<file path="src/rtl/tx_pkg.sv">
// rtl/tx_pkg.sv - shared types and helpers for the BPSK burst generator
package tx_pkg;

    typedef enum logic [1:0] {
        IDLE     = 2'd0,
        PREAMBLE = 2'd1,
        PAYLOAD  = 2'd2,
        GUARD    = 2'd3
    } tx_state_e;

    typedef enum logic [1:0] {
        SIGN_ZERO = 2'd0,
        SIGN_POS  = 2'd1,
        SIGN_NEG  = 2'd2
    } bpsk_sign_e;

    // Largest positive value representable in a signed sample of the given width;
    // a magnitude with its top bit set would flip sign once negated, so it is clamped.
    function automatic logic [31:0] clamp_amp(input logic [31:0] amp, input int unsigned width);
        logic [31:0] max_pos;
        max_pos = (32'd1 << (width - 1)) - 32'd1;
        return (amp > max_pos) ? max_pos : amp;
    endfunction

endpackage

</file>
<file path="src/rtl/tx_symbol_map.sv">
// rtl/tx_symbol_map.sv - combinational BPSK sign to signed sample mapper
module tx_symbol_map
    import tx_pkg::*;
#(
    parameter int WIDTH = 16
) (
    input  logic [1:0]       sign_sel,
    input  logic [WIDTH-1:0] amp,
    output logic [WIDTH-1:0] sample
);

    // +A, two's complement -A, or silence
    always_comb begin
        sample = '0;
        case (sign_sel)
            SIGN_POS: sample = amp;
            SIGN_NEG: sample = ~amp + WIDTH'(1);
            default:  sample = '0;
        endcase
    end

endmodule

</file>
<file path="src/rtl/tx_burst_gen.sv">
// rtl/tx_burst_gen.sv - preamble / payload / guard BPSK burst generator
module tx_burst_gen
    import tx_pkg::*;
#(
    parameter int WIDTH     = 16,
    parameter int LEN_WIDTH = 8
) (
    input  logic                 clk,
    input  logic                 rst,
    input  logic [WIDTH-1:0]     TX_AMPLITUDE,
    input  logic [LEN_WIDTH-1:0] TX_PREAMBLE_LEN,
    input  logic [LEN_WIDTH-1:0] TX_PAYLOAD_LEN,
    input  logic [LEN_WIDTH-1:0] TX_GUARD_LEN,
    input  logic                 sym_en,
    input  logic                 tx_start,
    input  logic                 bit_tdata,
    input  logic                 bit_tvalid,
    output logic                 bit_tready,
    output logic [WIDTH-1:0]     I_tdata,
    output logic                 I_tvalid,
    output logic [WIDTH-1:0]     Q_tdata,
    output logic                 Q_tvalid,
    output logic                 busy,
    output logic                 underrun
);

    tx_state_e            state_q, state_d;
    logic [LEN_WIDTH-1:0] cnt_q, cnt_d;
    logic [LEN_WIDTH-1:0] pre_q, pre_d;
    logic [LEN_WIDTH-1:0] pay_q, pay_d;
    logic [LEN_WIDTH-1:0] grd_q, grd_d;
    logic [WIDTH-1:0]     amp_q, amp_d;
    logic                 underrun_q, underrun_d;
    logic [WIDTH-1:0]     i_q, i_d;
    logic                 tvalid_q, tvalid_d;

    logic [WIDTH-1:0]     amp_clamped;
    logic [LEN_WIDTH-1:0] cur_len;
    logic                 last_sym;
    bpsk_sign_e           sign_sel;
    logic [WIDTH-1:0]     sample;

    assign amp_clamped = WIDTH'(clamp_amp(32'(TX_AMPLITUDE), WIDTH));

    tx_symbol_map #(
        .WIDTH(WIDTH)
    ) u_map (
        .sign_sel(sign_sel),
        .amp     (amp_q),
        .sample  (sample)
    );

    // Length of the segment being played and whether this symbol closes it
    always_comb begin
        cur_len = '0;
        case (state_q)
            PREAMBLE: cur_len = pre_q;
            PAYLOAD:  cur_len = pay_q;
            GUARD:    cur_len = grd_q;
            default:  cur_len = '0;
        endcase
        last_sym = (cnt_q == cur_len - LEN_WIDTH'(1));
    end

    // Symbol sign for the current state; payload without a valid bit goes silent
    always_comb begin
        sign_sel = SIGN_ZERO;
        case (state_q)
            PREAMBLE: sign_sel = cnt_q[0] ? SIGN_NEG : SIGN_POS;
            PAYLOAD:  sign_sel = bit_tvalid ? (bit_tdata ? SIGN_POS : SIGN_NEG) : SIGN_ZERO;
            default:  sign_sel = SIGN_ZERO;
        endcase
    end

    // Next-state, config latch, counter and output register inputs
    always_comb begin
        state_d    = state_q;
        cnt_d      = cnt_q;
        pre_d      = pre_q;
        pay_d      = pay_q;
        grd_d      = grd_q;
        amp_d      = amp_q;
        underrun_d = underrun_q;
        i_d        = sym_en ? sample : i_q;
        tvalid_d   = sym_en;

        if (state_q == IDLE) begin
            if (tx_start) begin
                pre_d      = TX_PREAMBLE_LEN;
                pay_d      = TX_PAYLOAD_LEN;
                grd_d      = TX_GUARD_LEN;
                amp_d      = amp_clamped;
                underrun_d = 1'b0;
                cnt_d      = '0;
                if (TX_PREAMBLE_LEN != '0)     state_d = PREAMBLE;
                else if (TX_PAYLOAD_LEN != '0) state_d = PAYLOAD;
                else if (TX_GUARD_LEN != '0)   state_d = GUARD;
                else                           state_d = IDLE;
            end
        end else if (sym_en) begin
            if (state_q == PAYLOAD && !bit_tvalid) underrun_d = 1'b1;
            if (last_sym) begin
                cnt_d = '0;
                case (state_q)
                    PREAMBLE: state_d = (pay_q != '0) ? PAYLOAD :
                                        (grd_q != '0) ? GUARD : IDLE;
                    PAYLOAD:  state_d = (grd_q != '0) ? GUARD : IDLE;
                    default:  state_d = IDLE;
                endcase
            end else begin
                cnt_d = cnt_q + LEN_WIDTH'(1);
            end
        end
    end

    // State and datapath registers with synchronous reset
    always_ff @(posedge clk) begin
        if (rst) begin
            state_q    <= IDLE;
            cnt_q      <= '0;
            pre_q      <= '0;
            pay_q      <= '0;
            grd_q      <= '0;
            amp_q      <= '0;
            underrun_q <= 1'b0;
            i_q        <= '0;
            tvalid_q   <= 1'b0;
        end else begin
            state_q    <= state_d;
            cnt_q      <= cnt_d;
            pre_q      <= pre_d;
            pay_q      <= pay_d;
            grd_q      <= grd_d;
            amp_q      <= amp_d;
            underrun_q <= underrun_d;
            i_q        <= i_d;
            tvalid_q   <= tvalid_d;
        end
    end

    assign bit_tready = sym_en && (state_q == PAYLOAD) && !rst;
    assign I_tdata    = i_q;
    assign I_tvalid   = tvalid_q;
    assign Q_tdata    = '0;
    assign Q_tvalid   = tvalid_q;
    assign busy       = (state_q != IDLE);
    assign underrun   = underrun_q;

endmodule
</file>
<file path="config.mk">
export PLATFORM = sky130hd
export DESIGN_NAME = tx_burst_gen
export DESIGN_NICKNAME = d
export VERILOG_FILES = /design/src/rtl/tx_pkg.sv /design/src/rtl/tx_symbol_map.sv /design/src/rtl/tx_burst_gen.sv
export SDC_FILE = /design/constraint.sdc
export NUM_CORES = 1
export LEC_CHECK = 0
export ABC_CLOCK_PERIOD_IN_PS = 3950
export BUFFER_PORTS_ARGS = -buffer_cell sky130_fd_sc_hd__buf_4
export CAP_MARGIN = 20
export CORE_UTILIZATION = 25
export CTS_BUF_LIST = sky130_fd_sc_hd__clkbuf_16
export CTS_CLUSTER_DIAMETER = 60
export DETAILED_ROUTE_END_ITERATION = 12
export PLACE_DENSITY_LB_ADDON = 0.25
export SETUP_SLACK_MARGIN = 0.2
export SYNTH_ARGS = -nofsm -noshare
export SYNTH_HDL_FRONTEND = slang
export SYNTH_SLANG_ARGS = --single-unit
</file>
<file path="constraint.sdc">
create_clock -name clk -period 3.95 [get_ports clk]
set_clock_uncertainty 0.15 [all_clocks]
set_input_delay 0.5925 -clock clk [delete_from_list [all_inputs] [get_ports clk]]
set_output_delay 0.5925 -clock clk [all_outputs]
set_load 0.02 [all_outputs]
</file>
== Yosys cells after proc, flatten, opt, wreduce, memory -nomap -nowiden ==
Cells that the tools add are included.

* Logic and storage cells: 65
* Bits in latches: 0
* Register bits after elaboration: 68
* Memory bits (writable): 0
* Output and inout bits: 37
* Memories: 0
* Input port bits: 46
* Bits in read-only memories: 0

* Div/mod/pow operators: 0
* Reduce and logical (&&, ||, !) cells: 19
* Equal/unequal tests: 7
* Multiplexer cells: 25
* Bitwise logic cells: 1
* Add/sub/neg operators: 3
* Multipliers: 0
* Shifts and indexed selects: 0
* Order comparisons: 1

{| class="wikitable"
|+ Operator list
! kind !! count
|-
| 8-bit nonzero test || 5
|-
| 8-bit 2-to-1 mux || 4
|-
| 16-bit case mux with 2 select lines || 1
|-
| 2-bit 2-to-1 mux || 12
|-
| 8-bit case mux with 3 select lines || 1
|-
| 16-bit by 1-bit adder with 16-bit output, second input constant || 1
|-
| 16-bit by 15-bit > comparator with 1-bit output, second input constant || 1
|-
| 16-bit 2-to-1 mux || 1
|-
| 16-bit NOT || 1
|-
| 8-bit by 1-bit adder with 8-bit output, second input constant || 1
|-
| 8-bit == test || 1
|-
| 2-bit case mux with 2 select lines || 2
|-
| 2-bit nonzero test || 4
|-
| 8-bit by 1-bit subtractor with 8-bit output, second input constant || 1
|-
| 2-bit == test, second input constant || 3
|-
| 3-bit AND reduction || 2
|-
| 2-bit by 1-bit == test with 1-bit output, second input constant || 2
|-
| 1-bit 2-to-1 mux || 4
|-
| 2-bit AND reduction || 2
|-
| 1-bit logical AND || 3
|-
| 1-bit zero test || 2
|-
| 2-bit zero test || 1
|-
| 2-bit inequality test, second input constant || 1
|}

== Logic depth before layout (Yosys ltp) ==
* Depth in word-level cells: 7
* Gate-level depth with buffers: 16
* Depth with buffers taken out: 14

== By module ==
Synthesis repeated with hierarchy kept, for this count alone.

* Cell total of the unflattened synthesis: 499
* Area, all modules: 3848.7 sq um

{| class="wikitable"
|+ By module, submodules not included
! module !! area each (sq um) !! times used !! cells each !! seq. area each (sq um)
|-
| tx_burst_gen || 3309.4 || 1 || 412 || 1361.3
|-
| tx_symbol_map || 539.3 || 1 || 87 || 0.0
|}

== Worst setup path after synthesis ==
Ideal clock, no wire load.

* Path kind: flip-flop to flip-flop
* Start point: register state_q[1]
* End point: register state_q[1]
* Buffers on the path: 1
* Period minus slack after synthesis: 3.483 ns
* Stages on the path, launching flop included: 14
* Arrival time: 3.212 ns
* Required time: 3.679 ns
* Setup time: 0.121 ns
* Setup slack: 0.467 ns
* Cell sequence: dfxtp_1 -> inv_1 -> ha_1 -> buf_6 -> a222oi_1 -> or2_2 -> ha_1 -> xnor2_1 -> xnor2_1 -> a32oi_1 -> a221oi_2 -> o211ai_2 -> o31a_1 -> mux2_4

* Longest elaborated chain between the ends: 6
* Elaborated cells on any way between the ends: 15
* Classes of those cells: 1 x add/sub; 5 x eq/ne; 5 x mux; 4 x reduce/logical

{| class="wikitable"
|+ Ends and longest elaborated chain
! what !! RTL line !! source
|-
| from (decl) || tx_burst_gen.sv:27 || <nowiki>tx_state_e state_q, state_d;</nowiki>
|-
| from (signal assigned) || tx_burst_gen.sv:129 || <nowiki>state_q <= state_d;</nowiki>
|-
| 2-bit == test (tied with other cells) || tx_burst_gen.sv:56 || <nowiki>case (state_q)</nowiki>
|-
| 8-bit case mux with 3 select lines || tx_burst_gen.sv:56 ||
|-
| 8-bit by 1-bit subtractor with 8-bit output || tx_burst_gen.sv:62 || <nowiki>last_sym = (cnt_q == cur_len - LEN_WIDTH'(1));</nowiki>
|-
| 8-bit == test || tx_burst_gen.sv:62 ||
|-
| 2-bit nonzero test (no line) || n/a ||
|-
| 3-bit AND reduction (no line) || n/a ||
|}

Several ways; a longest one is shown, not always the timed one. The select of a mux whose other input is x is not followed.
A chain may end at the register's enable or synchronous reset.

== Final worst setup path ==
Same ends and word-level chain as after synthesis.

==> impl_metrics.env <==
export IMPL_yosys_area_top_type="dfxtp_1"
export IMPL_grt_max_degree=66
export IMPL_core_mm2=0.0141
export IMPL_cellLeakagePower_nw=1.76
export IMPL_wl_um=10500
export IMPL_drcViolationCount=0
export IMPL_syn_area_per_cell_um2=7.51
export IMPL_vias_per_cell=4.99
export IMPL_ant_nets=0
export IMPL_synth_seq_area_share=0.371
export IMPL_ctsLongestPathBuffers=2
export IMPL_cp_num_buf_inv=1
export IMPL_timing_final_crit_share=0.897
export IMPL_nets=596
export IMPL_cp_max_fo=10
export IMPL_rrSetupSlack_ns=0.41
export IMPL_max_stage_delay_ns=0.64
export IMPL_cts_tree="built"
export IMPL_instances_no_fill=726
export IMPL_ys_ff_latch=68
export IMPL_die_area_mm2=0.0152
export IMPL_path_class="reg2reg"
export IMPL_cts_max_level=3
export IMPL_async_flop_share=0
export IMPL_setup_ws_ns=0.405
export IMPL_tns_ns=0
export IMPL_hold_buffers=0
export IMPL_die_h_um=123
export IMPL_hold_violations=0
export IMPL_setup_viol=0
export IMPL_synth_area_leaders="dfxtp_1, nand2_1, nor3_1, a21oi_1, o21ai_0"
export IMPL_maxCapViolations=0
export IMPL_die_w_um=123
export IMPL_min_path_cells=2
export IMPL_crit_path_start_kind="register"
export IMPL_drv_slew=0
export IMPL_period_needed_ns=3.54
export IMPL_synth_flop_cell="dfxtp_1"
export IMPL_wl_per_cell_um=14.4
export IMPL_fmax_ghz=0.282
export IMPL_grt_first_pass_wirelength_um=16800
export IMPL_grt_pass1_vias=3364
export IMPL_overflow=0
export IMPL_synth_top_area_frac=0.371
export IMPL_ir_drop_uv=213
export IMPL_cpLargestDelayFamily="compound AO/OA/AOI/OAI gates"
export IMPL_vias=3621
export IMPL_cts_buffers=9
export IMPL_gp_congestion=0.869
export IMPL_rows=43
export IMPL_drt_initial_drc_count=308
export IMPL_whs_endpoint="I_tdata[12]"
export IMPL_crit_chain="inv_1, ha_1, a222oi_1, nand4_1, or4_1, and3_1, o211ai_2, o31a_1, mux2_4"
export IMPL_cts_sinks=68
export IMPL_netlist_instances=488
export IMPL_portBuffers=66
export IMPL_ys_types=52
export IMPL_status="complete, no violations"
export IMPL_initial_core_util=0.260
export IMPL_antennaDiodeCount=0
export IMPL_cp_required_ns=4.02
export IMPL_dp_hpwl_um=7770
export IMPL_reg2regPathDepth=9
export IMPL_detail_route_first_pass_iterations=7
export IMPL_grtUsageTotal=0.143
export IMPL_relSlewSlack=0.411
export IMPL_clk_pin_slew_ns=0.05
export IMPL_drive_gt1_frac=0.181
export IMPL_hold_class="reg2reg"
export IMPL_worstSkewPairLatency_ns=0.33
export IMPL_place_inst=709
export IMPL_rsz0062_at_grt="no"
export IMPL_cp_end_kind="register"
export IMPL_pre_cts_ws_ns=0.320
export IMPL_pin_count=83
export IMPL_holdCritStartpoint="I_tdata[12]"
export IMPL_rr_endpoint="state_q[1]"
export IMPL_cp_slowest_cell="a222oi_1"
export IMPL_cts_resized=0
export IMPL_arrival_ns=3.61
export IMPL_syn_to_final_growth_pct=24.7
export IMPL_netlist_area_mm2=0.00367
export IMPL_power_density_mw_per_mm2=416
export IMPL_synth_edf_count=0
export IMPL_tightest_slew_ns=0.877
export IMPL_yosysWarnings=0
export IMPL_cts_root_buf="clkbuf_16"
export IMPL_r2r_start="state_q[1]"
export IMPL_antenna_found_initial=0
export IMPL_postCtsSetupBuffers=0
-- layout by cell type, fill, tap and decap left out, drive strengths merged, types with 4 or more instances in the layout --
cell type / count
or3: 5
o211ai: 5
nor4: 14
dfxtp: 68
nor2: 35
xor2: 4
or2: 4
nor3: 41
xnor2: 6
a211oi: 4
conb: 16
nor2b: 4
o21ai: 35
buf: 74
clkbuf: 9
ha: 9
inv: 18
nand3: 9
a22oi: 9
nand2: 81
a222oi: 8
a31oi: 4
a21oi: 38
clkinv: 4
-- stage by stage --
step	power, mW	hold WS, ns	util	instance area, um2
3_5_place_dp	1.06	0.307	0.301	4250
5_1_grt	1.99	0.331	0.324	4570
3_3_place_gp	1.05	0.301	0.301	4250
6_report	1.90	0.311	0.324	4570
2_1_floorplan	0.969	0.286	-	3720
4_1_cts	1.92	0.314	0.324	4560
-- per-layer routing --
metal  track usage  wire length [um]  up-vias
met4        0.0678               269        0
met1         0.198              4940     1659
met2         0.213              4670      126
li1              -                 -     1816
met3        0.0263               578       20
met5             0                 0        -
-- worst reg2reg max path, stage by stage, from the launching register on --
cell	delay (ns)
dfxtp_1	0.38
inv_1	0.10
ha_1	0.31
a222oi_1	0.64
nand4_1	0.22
or4_1	0.57
and3_1	0.22
o211ai_2	0.29
o31a_1	0.25
mux2_4	0.31
-- report_power, final --
part           switching (mW)  internal [mW]
clock                   0.305          0.550
combinational           0.175          0.103
sequential             0.0425          0.725
-- registers in the layout, summed over array words and instances (netlist names) --
name      flops
cnt_q         8
I_tvalid      1
pre_q         8
pay_q         8
amp_q        16
I_tdata      16
grd_q         8
underrun      1
state_q       2
-- cell type report --
cell class	count	area, um2
flip-flops and latches	68	1360
well taps	180	225
clock inverters	7	91.3
clock buffers	9	225
inverters	18	67.6
repair buffers	74	556
fillers	1511	9520
multi-input cells	370	2050
-- cells by family (layout without fill, tap and decap cells) --
| kind of cell | Yosys count | in the layout | share of synthesized area |
|---|---|---|---|
| flip-flops | 68 | 68 | 0.371 |
| other | 1 | 16 | 0.00102 |
| AO/OA/AOI/OAI | 124 | 124 | 0.217 |
| AND/OR/NAND/NOR | 208 | 208 | 0.261 |
| multiplexers | 3 | 3 | 0.00956 |
| buffers and inverters | 65 | 108 | 0.0860 |
| adder cells (fa/ha/maj) | 9 | 9 | 0.0307 |
| XOR/XNOR | 10 | 10 | 0.0239 |
-- synthesized netlist by cell type, types with 4 or more instances --
master    number
nand2_1       81
dfxtp_1       68
nor3_1        41
a21oi_1       38
nor2_1        35
o21ai_0       34
clkbuf_1      25
inv_1         18
buf_4         17
nor4_1        14
a22oi_1        9
ha_1           9
nand3_1        9
a222oi_1       8
xnor2_1        6
or3_1          5
a211oi_1       4
a31oi_1        4
buf_1          4
nor2b_1        4
o211ai_1       4
or2_2          4
xor2_1         4
-- how the worst max path moves through the flow --
stage | endpoint | slack, ns | cells after the start | from
finish | state_q[1] | 0.41 | 9 | state_q[1]
global route | state_q[1] | 0.22 | 12 | state_q[1]
CTS | state_q[1] | 0.30 | 12 | state_q[1]
detailed placement | state_q[1] | 0.32 | 12 | state_q[1]
global placement | state_q[1] | 0.50 | 12 | state_q[1]
floorplan | state_q[1] | 0.47 | 13 | state_q[1]
Note: power is estimated with default switching activity, not from simulation.
